===== src/rtl/systolic_pkg.sv =====
// Shared helpers for the systolic PE: saturation limits, overflow detection and mode constants.
// Functions work on a MAX_ACC_W-wide container; callers size-cast down to their ACC_W.
package systolic_pkg;

  localparam int MAX_ACC_W     = 128;
  localparam int MODE_UNSIGNED = 0;
  localparam int MODE_SIGNED   = 1;
  localparam int MODE_WRAP     = 0;
  localparam int MODE_SAT      = 1;
  localparam int MUL_COMB      = 0;
  localparam int MUL_PIPE      = 1;

  typedef enum logic [1:0] {
    ACC_HOLD,
    ACC_LOAD,
    ACC_ADD,
    ACC_FLUSH
  } acc_op_e;

  function automatic logic [MAX_ACC_W-1:0] acc_sat_max(input int acc_w, input logic is_signed);
    logic [MAX_ACC_W-1:0] v;
    v = '0;
    for (int i = 0; i < MAX_ACC_W; i++) begin
      v[i] = (i < acc_w - (is_signed ? 1 : 0));
    end
    return v;
  endfunction

  function automatic logic [MAX_ACC_W-1:0] acc_sat_min(input int acc_w, input logic is_signed);
    logic [MAX_ACC_W-1:0] v;
    v = '0;
    for (int i = 0; i < MAX_ACC_W; i++) begin
      v[i] = is_signed && (i == acc_w - 1);
    end
    return v;
  endfunction

  // Signed overflow: result sign disagrees with both addend signs; unsigned: carry out.
  function automatic logic acc_ovf_detect(input logic is_signed, input logic a_msb,
                                          input logic b_msb, input logic s_msb,
                                          input logic carry);
    return is_signed ? ((s_msb ^ a_msb) & (s_msb ^ b_msb)) : carry;
  endfunction

endpackage


===== src/rtl/pe_mac_unit.sv =====
// Multiply, optional product register, accumulator with saturate/wrap and sticky overflow.
// Accumulate commits 0 or 1 cycle after the operands (PIPE_MUL); no backpressure, fire is a pulse.
module pe_mac_unit
  import systolic_pkg::*;
#(
  parameter int DATA_W   = 32,
  parameter int ACC_W    = 64,
  parameter int SIGNED   = MODE_UNSIGNED,
  parameter int SAT      = MODE_WRAP,
  parameter int PIPE_MUL = MUL_COMB
) (
  input  logic              clk,
  input  logic              rst_n,
  input  logic [DATA_W-1:0] i_a,
  input  logic [DATA_W-1:0] i_b,
  input  logic              i_fire,
  input  logic              i_clr,
  input  logic              i_last,
  output logic              o_close,
  output logic [ACC_W-1:0]  o_acc_nxt,
  output logic              o_ovf_nxt
);

  if (ACC_W < 2 * DATA_W || ACC_W > MAX_ACC_W) begin : g_bad_width
    $error("pe_mac_unit: ACC_W must be >= 2*DATA_W and <= MAX_ACC_W");
  end

  logic [2*DATA_W-1:0] w_prod;
  logic [ACC_W-1:0]    w_prod_ext;

  if (SIGNED != MODE_UNSIGNED) begin : g_mul_signed
    logic signed [2*DATA_W-1:0] w_a_x;
    logic signed [2*DATA_W-1:0] w_b_x;
    assign w_a_x      = (2*DATA_W)'($signed(i_a));
    assign w_b_x      = (2*DATA_W)'($signed(i_b));
    assign w_prod     = w_a_x * w_b_x;
    assign w_prod_ext = ACC_W'($signed(w_prod));
  end else begin : g_mul_unsigned
    logic [2*DATA_W-1:0] w_a_x;
    logic [2*DATA_W-1:0] w_b_x;
    assign w_a_x      = (2*DATA_W)'(i_a);
    assign w_b_x      = (2*DATA_W)'(i_b);
    assign w_prod     = w_a_x * w_b_x;
    assign w_prod_ext = ACC_W'(w_prod);
  end

  logic [ACC_W-1:0] w_p;
  logic             w_f;
  logic             w_c;
  logic             w_l;

  if (PIPE_MUL != MUL_COMB) begin : g_pipe
    logic [ACC_W-1:0] r_prod;
    logic             r_fire;
    logic             r_clr;
    logic             r_last;
    always_ff @(posedge clk or negedge rst_n) begin
      if (!rst_n) begin
        r_prod <= '0;
        r_fire <= 1'b0;
        r_clr  <= 1'b0;
        r_last <= 1'b0;
      end else begin
        r_prod <= w_prod_ext;
        r_fire <= i_fire;
        r_clr  <= i_clr;
        r_last <= i_last;
      end
    end
    assign w_p = r_prod;
    assign w_f = r_fire;
    assign w_c = r_clr;
    assign w_l = r_last;
  end else begin : g_comb
    assign w_p = w_prod_ext;
    assign w_f = i_fire;
    assign w_c = i_clr;
    assign w_l = i_last;
  end

  logic [ACC_W-1:0] r_acc;
  logic             r_ovf;
  logic [ACC_W-1:0] w_base;
  logic [ACC_W:0]   w_sum;
  logic             w_hit;
  logic [ACC_W-1:0] w_acc_nxt;
  logic             w_ovf_nxt;
  acc_op_e          w_op;

  always_comb begin
    w_base    = w_c ? '0 : r_acc;
    w_sum     = {1'b0, w_base} + {1'b0, w_p};
    w_hit     = acc_ovf_detect(SIGNED != MODE_UNSIGNED, w_base[ACC_W-1], w_p[ACC_W-1],
                               w_sum[ACC_W-1], w_sum[ACC_W]);
    w_acc_nxt = w_sum[ACC_W-1:0];
    // An overflow implies equal addend signs, so the base sign picks the clamp direction.
    if (SAT != MODE_WRAP && w_hit) begin
      if (SIGNED != MODE_UNSIGNED && w_base[ACC_W-1]) begin
        w_acc_nxt = ACC_W'(acc_sat_min(ACC_W, 1'b1));
      end else begin
        w_acc_nxt = ACC_W'(acc_sat_max(ACC_W, SIGNED != MODE_UNSIGNED));
      end
    end
    w_ovf_nxt = (w_c ? 1'b0 : r_ovf) | w_hit;
    if (w_f) begin
      w_op = w_c ? ACC_LOAD : ACC_ADD;
    end else if (w_c) begin
      w_op = ACC_FLUSH;
    end else begin
      w_op = ACC_HOLD;
    end
  end

  always_ff @(posedge clk or negedge rst_n) begin
    if (!rst_n) begin
      r_acc <= '0;
      r_ovf <= 1'b0;
    end else begin
      case (w_op)
        ACC_LOAD, ACC_ADD: begin
          r_acc <= w_acc_nxt;
          r_ovf <= w_ovf_nxt;
        end
        ACC_FLUSH: begin
          r_acc <= '0;
          r_ovf <= 1'b0;
        end
        default: begin
        end
      endcase
    end
  end

  assign o_close   = w_f & w_l;
  assign o_acc_nxt = w_acc_nxt;
  assign o_ovf_nxt = w_ovf_nxt;

endmodule


===== src/rtl/systolic_pe_mac.sv =====
// Output-stationary systolic PE: 1-cycle operand forwarding, MAC with tile framing.
// result_vld pulses 1+PIPE_MUL cycles after the last term; no backpressure (valid-only flow).
module systolic_pe_mac
  import systolic_pkg::*;
#(
  parameter int DATA_W   = 32,
  parameter int ACC_W    = 64,
  parameter int SIGNED   = MODE_UNSIGNED,
  parameter int SAT      = MODE_WRAP,
  parameter int PIPE_MUL = MUL_COMB
) (
  input  logic              clk,
  input  logic              rst,
  input  logic [DATA_W-1:0] inp_north,
  input  logic              vld_north,
  input  logic [DATA_W-1:0] inp_west,
  input  logic              vld_west,
  input  logic              acc_clr,
  input  logic              acc_last,
  output logic [DATA_W-1:0] outp_south,
  output logic              vld_south,
  output logic [DATA_W-1:0] outp_east,
  output logic              vld_east,
  output logic [ACC_W-1:0]  result,
  output logic              result_vld,
  output logic              ovf
);

  logic [DATA_W-1:0] r_outp_south;
  logic              r_vld_south;
  logic [DATA_W-1:0] r_outp_east;
  logic              r_vld_east;

  always_ff @(posedge clk or negedge rst) begin
    if (!rst) begin
      r_outp_south <= '0;
      r_vld_south  <= 1'b0;
      r_outp_east  <= '0;
      r_vld_east   <= 1'b0;
    end else begin
      r_vld_south <= vld_north;
      r_vld_east  <= vld_west;
      if (vld_north) r_outp_south <= inp_north;
      if (vld_west)  r_outp_east  <= inp_west;
    end
  end

  logic             w_fire;
  logic             w_close;
  logic [ACC_W-1:0] w_acc_nxt;
  logic             w_ovf_nxt;

  assign w_fire = vld_north & vld_west;

  pe_mac_unit #(
    .DATA_W  (DATA_W),
    .ACC_W   (ACC_W),
    .SIGNED  (SIGNED),
    .SAT     (SAT),
    .PIPE_MUL(PIPE_MUL)
  ) u_mac (
    .clk      (clk),
    .rst_n    (rst),
    .i_a      (inp_north),
    .i_b      (inp_west),
    .i_fire   (w_fire),
    .i_clr    (acc_clr),
    .i_last   (acc_last),
    .o_close  (w_close),
    .o_acc_nxt(w_acc_nxt),
    .o_ovf_nxt(w_ovf_nxt)
  );

  logic [ACC_W-1:0] r_result;
  logic             r_result_vld;
  logic             r_ovf;

  // ovf is snapshotted with result so both describe the same closed tile.
  always_ff @(posedge clk or negedge rst) begin
    if (!rst) begin
      r_result     <= '0;
      r_result_vld <= 1'b0;
      r_ovf        <= 1'b0;
    end else begin
      r_result_vld <= w_close;
      if (w_close) begin
        r_result <= w_acc_nxt;
        r_ovf    <= w_ovf_nxt;
      end
    end
  end

  assign outp_south = r_outp_south;
  assign vld_south  = r_vld_south;
  assign outp_east  = r_outp_east;
  assign vld_east   = r_vld_east;
  assign result     = r_result;
  assign result_vld = r_result_vld;
  assign ovf        = r_ovf;

endmodule

===== config.mk =====
export PLATFORM = sky130hd
export DESIGN_NAME = systolic_pe_mac
export DESIGN_NICKNAME = d
export VERILOG_FILES = /design/src/rtl/systolic_pkg.sv /design/src/rtl/pe_mac_unit.sv /design/src/rtl/systolic_pe_mac.sv
export SDC_FILE = /design/constraint.sdc
export NUM_CORES = 2
export LEC_CHECK = 0
export BUFFER_PORTS_ARGS = -buffer_cell sky130_fd_sc_hd__buf_2
export CAP_MARGIN = 10
export CORE_AREA = 10 10 320 322
export DETAILED_ROUTE_END_ITERATION = 8
export DIE_AREA = 0 0 330 332
export PLACE_DENSITY = 0.67
export SLEW_MARGIN = 20
export SYNTH_ARGS = -nofsm -noshare
export SYNTH_HDL_FRONTEND = slang
export SYNTH_SLANG_ARGS = --single-unit

===== constraint.sdc =====
create_clock -name clk -period 12.3 [get_ports clk]
set_input_delay 1.23 -clock clk [delete_from_list [all_inputs] [get_ports clk]]
set_output_delay 1.23 -clock clk [all_outputs]
set_load 0.03 [all_outputs]

==> results.toml <==
[synth]
syn_avg_cell_area_um2 = 9.29
synthArstFlopShare = 1.00
yosys.area.top_type_share = 0.450
synth_fp_nets = 5885
synth_top_cells_by_count = "inv_1, fa_1, and2_1"
synth_top_cell_by_area = "fa_1"
synth_cells = 4606
synth_enable_flop_cells = 0
ys_ff_latch = 197
synth_cell_types = 61
yosysWarnings = 0
ys_seq_area_frac = 0.115
synth.area.top_cells = "fa_1, dfrtp_1, inv_1"
syn_area_um2 = 42800
yosys.cell_count.top_type = "inv_1"
synth_ff_type = "dfrtp_1"

[clock_network]
cts_buffers = 17
clock-sinks = 197
ctsHoldBuffers = 0
clockBufferDepth = 2
cts_root_buf = "clkbuf_16"
clk_pin_slew_ns = 0.09
cts_post_setup_buffers_inserted = 0
tritoncts = "built"
cts_max_level = 4
clk_latency_ns = 0.53
post_cts_resize_count = 0

[timing]
setup_violations = 0
holdWs_ns = 0.481
finClkSkew_ns = 0.0114
tightest_slew_ns = 0.969
rsz0062_at_grt = "no"
tns_ns = 0
fmax_mhz = 115
relSlewSlack = 0.354
drv_slew = 0
fin_crit_sh = 0.705
finalCriticalPeriod_ns = 8.67
hold_violations = 0

[critical_path]
cpMostUsedCell = "fa_1"
cp.arrival_ns = 9.06
worstPathMaxFanout = 26
start_kind = "primary input"
crit_slowest_cell = "fa_1"
crit_type = "primary input to flip-flop"
endpoint_kind = "flip-flop"
cp_data_required_time_ns = 12.69
critical-path-max-stage-delay_ns = 0.56
cp_num_buf_inv = 8
crit_family = "adder cells"

[global_route]
grt_overflow = 0
antenna_found_initial = 2
first_global_vias = 33600
track_usage = 0.224
grt_max_degree = 93
grt_pass1_wl_mm = 192

[floorplanning]
die_w_um = 330
rows = 114
initial_core_util = 0.446
die_h_um = 332
dieArea_um2 = 110000
core_area_um2 = 96000
ios = 202

[finish]
final_layout_size_suffix_gt1_frac = 0.0716
n_fill_cell = 9112
layout.area.seq_um2 = 4930
multi_input_area_um2 = 32900
synthToLayoutAreaGrowth_pct = 5.57
nets = 5863

[placement]
gp_congestion = 0.886
io_buffers = 201
hpwl_mm = 93.9

[route]
wirelength_mm = 118
drt-wirelength-per-cell_um = 20.1
drtPass1Iterations = 8
viasPerCell = 5.21
via_count = 30600
postRouteAntennaNets = 0
drc_errors = 0
drt_iter0_markers = 1892

[run_status]
status = "complete, no violations"

[worst_hold_path]
hp-class = "flip-flop to flip-flop"

[run]
max_cap_violations = 0
-- per-stage QoR --
step	utilization	setup WS (ns)	cells	cell area, um^2
finish	0.471	3.63	5876	45200
global route	0.470	3.16	5873	45200
CTS	0.470	3.65	5873	45200
detailed placement	0.464	3.06	5841	44500
global placement	0.464	3.09	5841	44500
floorplan	-	4.28	4606	42800
-- worst paths after layout --
kind | startpoint | endpoint | slack (ns) | cells past startpoint
min in group asynchronous | rst | result[10] | 0.75 | 1
min reg2reg | result[20] | result[20] | 0.48 | 2
min | result[20] | result[20] | 0.48 | 2
max in group asynchronous | rst | outp_east[24] | 10.11 | 2
max | acc_clr | u_mac.r_acc[61] | 3.63 | 27
max reg2reg | u_mac.r_acc[18] | u_mac.r_acc[61] | 4.49 | 27
-- state kept, by name, indices dropped and copies added, names as in the netlist --
register,count
result,64
u_mac.r_acc,64
outp_east,32
outp_south,32
ovf,1
result_vld,1
u_mac.r_ovf,1
vld_east,1
vld_south,1
-- final cells by class --
type                       instances  area share
antenna                            3    0.000166
clock buffer                      18     0.00950
clock inverter                    14     0.00407
inverter                        1051      0.0873
multi-input combinational       3100       0.729
sequential                       197       0.109
tap                             1276      0.0353
timing repair buffer             217      0.0252
-- cell families (layout without fill, tap and decap cells) --
family,Yosys count,in the layout,synth area share
flops,197,197,0.115
simple gates,1403,1403,0.167
fa+ha+maj,1209,1209,0.522
other cells,0,3,0
mux,80,80,0.0207
compound gates,354,354,0.0492
xor+xnor,54,54,0.0111
buf+inv,1309,1300,0.115
-- per-layer routing --
metal | vias to the layer above | track usage | share of wire
met5 | - | 0 | 0.00011
met4 | 2 | 0.0443 | 0.015
met3 | 115 | 0.0439 | 0.079
met2 | 1100 | 0.347 | 0.45
met1 | 16000 | 0.324 | 0.45
li1 | 13400 | - | -
-- cells in the final DEF, fill, tap and decap left out, types with 10 or more instances in the layout --
| cell type | Yosys | routed |
|---|---|---|
| ha_1 | 248 | 248 |
| and2_1 | 620 | 620 |
| nor2b_1 | 47 | 47 |
| o21ai_0 | 126 | 126 |
| fa_1 | 961 | 961 |
| o31ai_1 | 10 | 10 |
| dfrtp_1 | 197 | 197 |
| buf_2 | 9 | 200 |
| mux2_2 | 67 | 67 |
| inv_1 | 1050 | 1050 |
| a31oi_1 | 15 | 15 |
| o21ai_1 | 21 | 21 |
| nand3_1 | 16 | 16 |
| mux2i_1 | 13 | 13 |
| nand4_1 | 23 | 23 |
| nand2_1 | 610 | 608 |
| clkbuf_16 | 0 | 17 |
| xor2_1 | 22 | 22 |
| o21bai_1 | 18 | 18 |
| buf_4 | 0 | 16 |
| a21oi_1 | 92 | 92 |
| xnor2_1 | 32 | 32 |
| nor2_1 | 44 | 44 |
| a21o_1 | 25 | 25 |
| nor3_1 | 15 | 15 |
-- tightest hold or removal path: stages, from the launching register on --
cell     delay, ns
dfrtp_1       0.35
nand2_1       0.04
o21ai_0       0.06
Power is left out: the tool's default activity adds up to more than one toggle a clock period on the data nets, which glitch-free logic cannot reach.
